==> config.mk <==
export PLATFORM = sky130hd
export DESIGN_NAME = multiword_add_ctrl
export DESIGN_NICKNAME = d
export VERILOG_FILES = /design/src/rtl/multiword_add_ctrl_pkg.sv /design/src/rtl/multiword_add_ctrl_carry_select_adder.sv /design/src/rtl/multiword_add_ctrl.sv
export SDC_FILE = /design/constraint.sdc
export NUM_CORES = 1
export LEC_CHECK = 0
export BUFFER_PORTS_ARGS = -buffer_cell sky130_fd_sc_hd__buf_4
export CORE_MARGIN = 2
export CORE_UTILIZATION = 30
export CTS_CLUSTER_DIAMETER = 100
export DETAILED_ROUTE_END_ITERATION = 10
export PLACE_DENSITY_LB_ADDON = 0.1
export SETUP_SLACK_MARGIN = 0.5
export SYNTH_ARGS = -nofsm -noshare
export SYNTH_HDL_FRONTEND = slang
export SYNTH_SLANG_ARGS = --single-unit
==> constraint.sdc <==
create_clock -name clk -period 4.8 [get_ports clk]
set_input_delay 0.96 -clock clk [delete_from_list [all_inputs] [get_ports clk]]
set_output_delay 0.96 -clock clk [all_outputs]
set_load 0.05 [all_outputs]
==> src/rtl/multiword_add_ctrl_pkg.sv <==
// multiword_add_ctrl_pkg: shared slice width and controller state encoding
package multiword_add_ctrl_pkg;
    localparam int SLICE_W = 16;
    typedef enum logic [1:0] {IDLE, RUN, DONE} state_t;
endpackage

==> src/rtl/multiword_add_ctrl_carry_select_adder.sv <==
// carry_select_adder: 16-bit adder, upper half precomputed for both carries and selected by the lower carry
module carry_select_adder
    import multiword_add_ctrl_pkg::*;
(
    input  logic [SLICE_W-1:0] a,
    input  logic [SLICE_W-1:0] b,
    input  logic               cin,
    output logic [SLICE_W-1:0] sum,
    output logic               cout
);
    localparam int H = SLICE_W / 2;
    logic [H:0] lo, hi0, hi1;
    assign lo  = {1'b0, a[H-1:0]} + {1'b0, b[H-1:0]} + {{H{1'b0}}, cin};
    assign hi0 = {1'b0, a[SLICE_W-1:H]} + {1'b0, b[SLICE_W-1:H]};
    assign hi1 = hi0 + {{H{1'b0}}, 1'b1};
    assign {cout, sum} = lo[H] ? {hi1, lo[H-1:0]} : {hi0, lo[H-1:0]};
endmodule

==> src/rtl/multiword_add_ctrl.sv <==
// multiword_add_ctrl: wide add run one 16-bit slice per cycle through a single shared adder.
// Define MULTIWORD_ADD_SUB_EN to enable A-B via the sub input (otherwise sub is ignored).
module multiword_add_ctrl
    import multiword_add_ctrl_pkg::*;
#(
    parameter  int WORDS = 4,
    localparam int W     = SLICE_W * WORDS
) (
    input  logic         clk,
    input  logic         rst_n,
    input  logic         in_valid,
    output logic         in_ready,
    input  logic [W-1:0] a,
    input  logic [W-1:0] b,
    input  logic         carryIn,
    input  logic         sub,
    output logic [W-1:0] sum,
    output logic         carryOut,
    output logic         overflow,
    output logic         out_valid,
    input  logic         out_ready
);
    localparam int K_W = $clog2(WORDS);

    state_t               state, next;
    logic [W-1:0]         a_q, b_q;
    logic                 carry;
    logic [K_W-1:0]       k;
    logic [W-1:0]         b_eff;
    logic                 cin_eff;
    logic [SLICE_W-1:0]   s;
    logic                 co;
    logic                 last;
    logic                 accept;

`ifdef MULTIWORD_ADD_SUB_EN
    assign b_eff   = sub ? ~b : b;
    assign cin_eff = sub | carryIn;
`else
    logic unused_sub;
    assign unused_sub = sub;
    assign b_eff      = b;
    assign cin_eff    = carryIn;
`endif

    assign in_ready  = state == IDLE;
    assign out_valid = state == DONE;
    assign accept    = in_ready && in_valid;
    assign last      = k == K_W'(WORDS - 1);

    carry_select_adder u_add (
        .a    (a_q[k*SLICE_W +: SLICE_W]),
        .b    (b_q[k*SLICE_W +: SLICE_W]),
        .cin  (carry),
        .sum  (s),
        .cout (co)
    );

    // state register
    always_ff @(posedge clk or negedge rst_n) begin
        if (!rst_n) state <= IDLE;
        else        state <= next;
    end

    // next-state: accept in IDLE, finish after the top slice, hand off on out_ready
    always_comb begin
        next = state;
        case (state)
            IDLE:    next = in_valid ? RUN : IDLE;
            RUN:     next = last ? DONE : RUN;
            DONE:    next = out_ready ? IDLE : DONE;
            default: next = IDLE;
        endcase
    end

    // datapath: latch operands on accept, then fold one slice per RUN cycle into the result
    always_ff @(posedge clk or negedge rst_n) begin
        if (!rst_n) begin
            a_q      <= '0;
            b_q      <= '0;
            carry    <= 1'b0;
            k        <= '0;
            sum      <= '0;
            carryOut <= 1'b0;
            overflow <= 1'b0;
        end else if (accept) begin
            a_q   <= a;
            b_q   <= b_eff;
            carry <= cin_eff;
            k     <= '0;
        end else if (state == RUN) begin
            sum[k*SLICE_W +: SLICE_W] <= s;
            carry <= co;
            k     <= last ? '0 : k + K_W'(1);
            if (last) begin
                carryOut <= co;
                overflow <= (a_q[W-1] == b_q[W-1]) && (s[SLICE_W-1] != a_q[W-1]);
            end
        end
    end
endmodule

==> results.ini <==
[run_status]
outcome=completed

[timing]
max-slew-margin-rel_pct=44.03
tns_ns=0
final_hold_viol_count=0
min_period_ns=3.981
worstMarginPinSlew_ns=0.8396
fmax_mhz=251.2
timing.final.crit_share_pct=82.94
rsz0062_at_grt=no
fin_hold_ws_ns=0.4692
setup_viol=0
clock_skew_ns=0.01398
final_max_slew_viol_count=0

[synthesis]
synth_area_leaders=dfrtp_1 55%, nand2_1 18%, mux4_2 7.9%
synthDistinctLibCells=45
synth_top_cell_area_share_pct=54.53
synth-seq-cells=199
syn_inst=933
synth-edff-count=0
yosysSeqAreaShare_pct=54.53
synthTopCellsByCount=437 x nand2_1, 199 x dfrtp_1, 42 x clkbuf_1
postSynth.asyncResetShare_pct=100.0
yosysWarningCount=0
netlist_area_mm2=0.009133
syn_area_per_cell_um2=9.788
syn-num-nets=1092
synth_top_area_cell=dfrtp_1
yosysMostFrequentCell=nand2_1
ys.flop_type=dfrtp_1

[final_layout]
syn2layout_area_growth_pct=27.72
finish.utilization_pct=39.15
layout-drive-gt1-share_pct=25.20
antennaDiodeCount=0
final_nets=1278
nFillCells=3110
design_area_mm2=0.01166

[power_and_ir_drop]
leakage_nw=5.935
ir_drop_v=0.0002951
power_density_mw_per_mm2=815.6

[worst_setup_path]
required_ns=5.17
rrSetupSlack_ns=0.82
crit_path_start_kind=flop
worst-setup-path-type=reg -> reg
setup.worst_path.end_class=flop
worst_ep_arrival_time_ns=4.35
worstPathMaxFanout=18
rr_startpoint=k[0]
reg2reg_to=sum[30]
rr_worst_depth=11

[die]
fp.dieW_um=178.5
io_pins=202
fp.coreArea_mm2=0.02980
die_y_um=178.5
die-area_mm2=0.03185
start_util_pct=30.65
rows=63

[clock_network]
clockBufferDepth=2
clk_pin_slew_ns=0.07
cts_tree=done
cts_setup_buffers=0
insertion_delay_ns=0.44
cts_made_buffers=17
cts.hold.buffers_added=0
cts_root_buf=clkbuf_16
clock_sinks=199
cts_resized=0
htree_levels=4

[global_route]
use_met2_pct=26.54
grtUsageMet3_pct=2.621
met1_usage_pct=24.41
antenna_found_initial=0
track_usage_pct=16.95
grt_max_degree=87
grt_pass1_wl_um=40710
overflow=0
first_global_vias=7132
top_usage_layer=met2

[worst_hold_path]
worstHoldStart=a_q[39]
worstHoldEndpoint=a_q[39]
min_path_cells=2
hp-class=reg -> reg

[placed_design]
postPlaceCellArea_mm2=0.01109
routabilityCongestion=0.7759
dp_hpwl_um=18990
io_buffers=200

[drt]
wire_per_inst_um=17.21
drt_wl_total_um=26170
drc=0
firstDrtPassIters=4
viasPerCell=4.594
vias=6987
postRouteAntennaNets=0
initialDrtViolationCount=435

[run]
max-cap-violations=0

==> worst max path at each step <==
stage	from	end	slack, ns
after CTS	k[0]	sum[30]	0.68
final	k[0]	sum[30]	0.82
after global routing	k[0]	carry	0.57
after global placement	k[0]	carryOut	0.79
after detailed placement	k[0]	sum[30]	0.68
after floorplan	k[0]	carry	0.68
==> metrics by stage <==
| step | instances | total power, mW | setup WS (ns) |
|---|---|---|---|
| 2_1_floorplan | 933 | 6.429 | 0.6755 |
| 3_3_place_gp | 1490 | 8.139 | 0.7916 |
| 3_5_place_dp | 1490 | 8.179 | 0.6809 |
| 4_1_cts | 1521 | 9.646 | 0.6763 |
| 5_1_grt | 1521 | 10.31 | 0.5730 |
| 6_report | 1521 | 9.513 | 0.8187 |
==> where the power goes <==
part | leakage (nW) | switching (mW) | internal, mW
sequential | 2.55 | 0.428 | 2.34
clock | 0.274 | 0.711 | 0.732
combinational | 3.11 | 3.37 | 1.93
==> cell usage in the layout, fill, tap and decap left out, types with 6 or more instances in the layout <==
master,synthesis,final
mux4_2,32,32
clkbuf_16,0,17
a21oi_1,12,12
inv_1,15,15
nand2b_1,7,7
nand4_1,6,6
o21ai_0,34,34
o31ai_1,13,13
dfrtp_1,199,197
a22o_1,28,28
xor2_1,7,7
xnor2_1,8,8
buf_4,0,210
nor2_1,14,14
nand2_1,437,436
ha_1,22,22
==> cells by family (layout without fill, tap and decap cells) <==
kind of cell | Yosys count | count (layout) | synth area share [%]
muxes | 33 | 33 | 8.001
AOI/OAI and AO/OA | 112 | 112 | 8.618
and+or+nand+nor | 488 | 488 | 21.24
xor gates and xnor gates | 15 | 15 | 1.439
DFF | 199 | 199 | 54.53
buffers and inverters | 61 | 259 | 2.507
adders and majority gates | 25 | 25 | 3.672
==> sequential cells by signal, indices dropped and copies added (netlist names) <==
register	flops
k	2
overflow	1
sum	64
carry	1
state	2
a_q	64
carryOut	1
b_q	64
==> critical path: stages, from the launching register on <==
cell	delay, ns
dfrtp_4	0.63
buf_4	0.25
mux4_2	0.36
fa_1	0.20
inv_1	0.06
fa_1	0.39
nand2b_1	0.17
a21o_1	0.20
a2111oi_0	0.63
nand4_1	0.33
xor2_1	0.50
a22o_1	0.20
==> area by class of cell <==
class,instances,area (um2),share of cell area (%)
clock buffers,18,429.2,3.679
clock inverters,13,141.4,1.212
flip-flops and latches,199,4985,42.74
inverters,15,56.30,0.4827
repair buffers,213,1630,13.98
multi-input cells,673,3934,33.73
well taps,390,488.0,4.184
==> layer usage <==
metal  vias up  routed length, um
met1      3325              12830
met3        15               1108
met5         -                  0
li1       3481                  -
met4         0                298
met2       166              11940
No activity file was read; power rests on OpenSTA's default activity.
